`src/rtl/mult_result_display_if.sv`:
```
// Operand/product inputs and seven-segment display outputs of the
// multiplier display stage.
interface mult_result_display_if;
    logic [1:0] a;
    logic [1:0] b;
    logic [2:0] product;
    logic       carry;
    logic       load;
    logic [6:0] seg;
    logic [3:0] an;
    logic       dp;
    logic       valid;

    modport master (
        output a, b, product, carry, load,
        input  seg, an, dp, valid
    );

    modport slave (
        input  a, b, product, carry, load,
        output seg, an, dp, valid
    );
endinterface

```
`src/rtl/mult_result_display.sv`:
```
// Output stage for the 2x2 array multiplier: captures operands and product on a
// debounced button press and multiplexes them onto a 4-digit active-low display.
module mult_result_display #(
    parameter int REFRESH_DIV     = 100000,
    parameter int DEBOUNCE_CYCLES = 1000000
) (
    input  logic                 clk,
    input  logic                 reset,
    mult_result_display_if.slave bus
);
    localparam int CNT_W  = $clog2(DEBOUNCE_CYCLES);
    localparam int RCNT_W = $clog2(REFRESH_DIV);
    localparam logic [CNT_W-1:0]  CNT_LAST  = CNT_W'(DEBOUNCE_CYCLES - 1);
    localparam logic [RCNT_W-1:0] RCNT_LAST = RCNT_W'(REFRESH_DIV - 1);
    localparam logic [6:0] SEG_DASH  = 7'b0111111;
    localparam logic [6:0] SEG_BLANK = 7'b1111111;

    logic              sync1_r;
    logic              sync2_r;
    logic              db_r;
    logic              db_prev_r;
    logic [CNT_W-1:0]  cnt_r;
    logic [RCNT_W-1:0] rcnt_r;
    logic [1:0]        idx_r;
    logic [1:0]        reg_a_r;
    logic [1:0]        reg_b_r;
    logic [3:0]        reg_p_r;
    logic              valid_r;
    logic              capture_s;
    logic [6:0]        seg_s;
    logic [3:0]        an_s;

    // Digits 10..15 cannot be shown in decimal, so they display E.
    function automatic logic [6:0] seg_code(input logic [3:0] value);
        case (value)
            4'd0:    seg_code = 7'b1000000;
            4'd1:    seg_code = 7'b1111001;
            4'd2:    seg_code = 7'b0100100;
            4'd3:    seg_code = 7'b0110000;
            4'd4:    seg_code = 7'b0011001;
            4'd5:    seg_code = 7'b0010010;
            4'd6:    seg_code = 7'b0000010;
            4'd7:    seg_code = 7'b1111000;
            4'd8:    seg_code = 7'b0000000;
            4'd9:    seg_code = 7'b0010000;
            default: seg_code = 7'b0000110;
        endcase
    endfunction

    assign capture_s = db_r & ~db_prev_r;

    // Two-flop synchronizer feeding a counting debouncer on the load button.
    always_ff @(posedge clk) begin
        if (reset) begin
            sync1_r   <= 1'b0;
            sync2_r   <= 1'b0;
            db_r      <= 1'b0;
            db_prev_r <= 1'b0;
            cnt_r     <= {CNT_W{1'b0}};
        end else begin
            sync1_r   <= bus.load;
            sync2_r   <= sync1_r;
            db_prev_r <= db_r;
            if (sync2_r == db_r) begin
                cnt_r <= {CNT_W{1'b0}};
            end else if (cnt_r == CNT_LAST) begin
                db_r  <= sync2_r;
                cnt_r <= {CNT_W{1'b0}};
            end else begin
                cnt_r <= cnt_r + CNT_W'(1);
            end
        end
    end

    // Capture operands and product once per debounced rising edge.
    always_ff @(posedge clk) begin
        if (reset) begin
            reg_a_r <= 2'd0;
            reg_b_r <= 2'd0;
            reg_p_r <= 4'd0;
            valid_r <= 1'b0;
        end else if (capture_s) begin
            reg_a_r <= bus.a;
            reg_b_r <= bus.b;
            reg_p_r <= {bus.carry, bus.product};
            valid_r <= 1'b1;
        end else begin
            reg_a_r <= reg_a_r;
            reg_b_r <= reg_b_r;
            reg_p_r <= reg_p_r;
            valid_r <= valid_r;
        end
    end

    // Refresh timer: each digit stays lit for REFRESH_DIV cycles.
    always_ff @(posedge clk) begin
        if (reset) begin
            rcnt_r <= {RCNT_W{1'b0}};
            idx_r  <= 2'd0;
        end else if (rcnt_r == RCNT_LAST) begin
            rcnt_r <= {RCNT_W{1'b0}};
            idx_r  <= idx_r + 2'd1;
        end else begin
            rcnt_r <= rcnt_r + RCNT_W'(1);
            idx_r  <= idx_r;
        end
    end

    // Digit decode; leftmost digit is A, then B, blank, product.
    always_comb begin
        an_s  = ~(4'b0001 << idx_r);
        seg_s = SEG_DASH;
        if (valid_r) begin
            case (idx_r)
                2'd3:    seg_s = seg_code({2'b00, reg_a_r});
                2'd2:    seg_s = seg_code({2'b00, reg_b_r});
                2'd1:    seg_s = SEG_BLANK;
                2'd0:    seg_s = seg_code(reg_p_r);
                default: seg_s = SEG_DASH;
            endcase
        end else begin
            seg_s = SEG_DASH;
        end
    end

    assign bus.seg   = seg_s;
    assign bus.an    = an_s;
    assign bus.dp    = 1'b1;
    assign bus.valid = valid_r;
endmodule
```
`src/flat_wrapper.sv`:
```
// flat-port wrapper written by rule: the top's interface ports become plain ports
module mult_result_display_flat 
#(
    parameter int REFRESH_DIV     = 100000,
    parameter int DEBOUNCE_CYCLES = 1000000
)
  (clk, reset, bus_a, bus_b, bus_product, bus_carry, bus_load, bus_seg, bus_an, bus_dp, bus_valid);
  mult_result_display_if bus_i ();
  input  logic clk;
  input  logic reset;
  input wire logic [$bits(bus_i.a)-1:0] bus_a;
  input wire logic [$bits(bus_i.b)-1:0] bus_b;
  input wire logic [$bits(bus_i.product)-1:0] bus_product;
  input wire logic [$bits(bus_i.carry)-1:0] bus_carry;
  input wire logic [$bits(bus_i.load)-1:0] bus_load;
  output wire logic [$bits(bus_i.seg)-1:0] bus_seg;
  output wire logic [$bits(bus_i.an)-1:0] bus_an;
  output wire logic [$bits(bus_i.dp)-1:0] bus_dp;
  output wire logic [$bits(bus_i.valid)-1:0] bus_valid;
  assign bus_i.a = bus_a;
  assign bus_i.b = bus_b;
  assign bus_i.product = bus_product;
  assign bus_i.carry = bus_carry;
  assign bus_i.load = bus_load;
  assign bus_seg = bus_i.seg;
  assign bus_an = bus_i.an;
  assign bus_dp = bus_i.dp;
  assign bus_valid = bus_i.valid;
  mult_result_display #(.REFRESH_DIV(REFRESH_DIV), .DEBOUNCE_CYCLES(DEBOUNCE_CYCLES)) u_core (.clk(clk), .reset(reset), .bus(bus_i));
endmodule
```
`config.mk`:
```
export PLATFORM = sky130hd
export DESIGN_NAME = mult_result_display_flat
export DESIGN_NICKNAME = d
export VERILOG_FILES = /design/src/rtl/mult_result_display_if.sv /design/src/rtl/mult_result_display.sv /design/src/flat_wrapper.sv
export SDC_FILE = /design/constraint.sdc
export NUM_CORES = 1
export LEC_CHECK = 0
export ABC_CLOCK_PERIOD_IN_PS = 3550
export CORE_ASPECT_RATIO = 0.9
export CORE_MARGIN = 2
export CORE_UTILIZATION = 35
export CTS_CLUSTER_SIZE = 8
export DETAILED_ROUTE_END_ITERATION = 7
export HOLD_SLACK_MARGIN = 0.05
export MAX_ROUTING_LAYER = met4
export PLACE_DENSITY_LB_ADDON = 0.08
export SETUP_SLACK_MARGIN = 0.02
export SYNTH_ARGS = -nofsm -noshare
export SYNTH_HDL_FRONTEND = slang
export SYNTH_SLANG_ARGS = --single-unit
```
`constraint.sdc`:
```
create_clock -name clk -period 3.55 [get_ports clk]
set_input_delay 0.355 -clock clk [delete_from_list [all_inputs] [get_ports clk]]
set_output_delay 0.355 -clock clk [all_outputs]
set_load 0.05 [all_outputs]
```
==> metrics <==
CTS H-tree lvls=3; vias in the first global route=~2100; Final Setup Violations=0; post-route DRC violation count=0; drt total wl=5842 um; Worst Path Required=3.19 ns; crit path DAT=2.54 ns; crit path capture type=output port; initial antenna violation count=0; cts bufs inserted=9; Avg Inst Size Synth=8.674 um^2; Die X-Extent=~99 um; IO buf count=22; skew final=between 0.007 and 0.008 ns; kind of critical path=reg2out; via count=2227; Max IR drop VDD=0.0002099 V; dpl hpwl=4146 um; Worst-Skew Late Latency=0.33 ns; Placed Area=3124 um^2; final period demand of the worst path=2.898 ns; hold depth=1; largest net degree at the start of global routing=25; Final Cell Area=3366 um^2; Layout Nets=between 300 and 400; Ant. Diodes=0; die footprint=8841 um^2; CP max FO=5; CP Capture Point=bus_seg[3]; Post-CTS Hold Fix Bufs=0; fin crit share=0.8162; Tot Pwr=1.446 mW; Highest Clock Rate=0.3451 GHz; status=finished, final reports clean; CORE AREA=7951 um^2; number of synthesized register bits=just under 60; Worst R2R Setup Slack=approximately 1.3 ns; Leak=1.113 nW; Synth Flop Type=dfxtp_1; max_slew headroom=0.4945; reg2reg path depth=7; DRT Pass-1 Iters=4; max-cap violation count=0; largest cells by area after synthesis=dfxtp_1, xnor2_1, nor2_1; Worst-Margin Slew=0.7581 ns; post-synthesis cell count=327; clock root buffer=clkbuf_8; per-cell routed wire length=~13 um; die height=89.41 um; final setup TNS=0 ns; antenna-violating nets left=0; area leader, netlist=dfxtp_1; Iter 0 DRT Violations=between 80 and 90; routability cong.=0.7306; buffers from clock root to sink, at most=2; Final Hold Violating Endpoints=0; clk slew on worst S/H paths=0.07 ns; worst reg2reg path startpoint=u_core.db_prev_r; Total GRT Usage=0.1479; CP Launch Type=register; PwrDens=429.5 nW/um^2; net count after synthesis=350; share of cells above drive strength 1=0.08475; Post-synth EDFFs=0; # rows=31; Post-CTS Setup Bufs=0; top cell type's share of synthesized area=0.4164; beginning of the critical path=u_core.idx_r[0]; Starting Density=0.3567; CTS Sinks=59; detailed-route vias per instance=just under 5; post-synth cell types=49; mapped cell area=between 2000 and 3000 um^2; ys async rst share=0; grt total ovfl=0; Min-Delay Path Class=reg2reg; I/O pin count=24; first-pass GRT wire length=10140 um; synth warn=0; fin. max-slew vios=0; Layout area overhead=18.66%; unrepaired setup endpoints after global routing=false; CTS tree=done; CTS-repair resized insts=0; final core occ=0.4233; sequential share of the synthesized area=0.4164
worst max-delay path, stage by stage (launching register included):
cell             delay (ns)
dfxtp_1                0.35
inv_1                  0.15
ha_1                   0.23
a21o_1                 0.17
a21boi_0               0.24
a21oi_1                0.07
o221ai_1               0.17
clkdlybuf4s50_1        0.83
how the worst min path moves through the flow:
stage | startpoint | to | slack (ns)
after floorplan | u_core.sync1_r | u_core.sync2_r | 0.41
after global placement | u_core.sync1_r | u_core.sync2_r | 0.44
after detailed placement | u_core.sync1_r | u_core.sync2_r | 0.45
after CTS | u_core.sync1_r | u_core.sync2_r | 0.46
after global routing | u_core.sync1_r | u_core.sync2_r | 0.47
final | u_core.sync1_r | u_core.sync2_r | 0.45
synth_stat cells, types with 3 or more instances:
cell / instances
a211oi_1: 6
nor2_1: 49
ha_1: 12
inv_1: 18
nor3_1: 11
nand3_1: 11
a31o_2: 3
xor2_1: 5
and3_1: 3
o21ai_0: 11
nor2b_1: 5
dfxtp_1: 59
a21oi_1: 13
xnor2_1: 25
nand2_1: 24
clkbuf_1: 6
nand4_1: 10
nor4_1: 13
mux2i_1: 4
logic make-up (layout without fill, tap and decap cells):
family / count (synthesis) / in the layout / synth area share
DFF: 59 / 59 / 0.4164
AOI/OAI and AO/OA: 45 / 45 / 0.1054
other: 1 / 1 / 0.001322
adders and majority gates: 12 / 12 / 0.05293
and+or+nand+nor: 145 / 145 / 0.2669
xor gates and xnor gates: 30 / 30 / 0.09263
buffers and inverters: 30 / 57 / 0.04631
muxes: 5 / 5 / 0.01809
power breakdown:
part	total, mW	switching, mW	internal [mW]
combinational	0.0329	0.0176	0.0153
clock	0.743	0.259	0.483
sequential	0.670	0.00386	0.666
placed cells by master, fill, tap and decap left out, types with 2 or more instances in the layout:
cell,count
a211oi_1,6
a31o_2,3
bufinv_16,3
nor4bb_1,2
nand2_1,24
nand4_1,10
o221ai_1,2
xnor2_1,25
nand3_1,11
xor2_1,5
nor2_1,49
clkdlybuf4s50_1,22
clkinv_2,2
dfxtp_1,59
or2_2,2
and3_1,3
or3_1,2
clkbuf_8,10
nand3b_1,2
o21ai_0,11
nor3_1,11
ha_1,12
nor2b_1,5
nor4_1,13
a21oi_1,13
or4_1,2
mux2i_1,4
inv_1,18
o211ai_1,2
area by class of cell:
type                            instances  area (um^2)
Tap cell                               99        123.9
Timing Repair Buffer                   23        227.7
Sequential cell                        59         1181
Fill cell                             794         4586
Clock inverter                          5        100.1
Inverter                               18        67.56
Clock buffer                           11        141.4
Multi-Input combinational cell        238         1524
per-layer routing:
metal,track usage,up-vias,wire length [um]
li1,-,1176,-
met3,0.04691,6,250
met4,0.04483,0,69
met2,0.2297,35,2569
met1,0.1854,1010,2953
met5,-,-,0
per-stage QoR:
step	hold WS [ns]	worst slack [ns]	instances
floorplan	0.4138	1.184	327
finish	0.4511	0.6523	453
global placement	0.4445	1.032	437
global route	0.4743	0.4744	453
CTS	0.4589	0.6287	453
detailed placement	0.4507	1.001	437
Power figures use the tool's default switching activity.
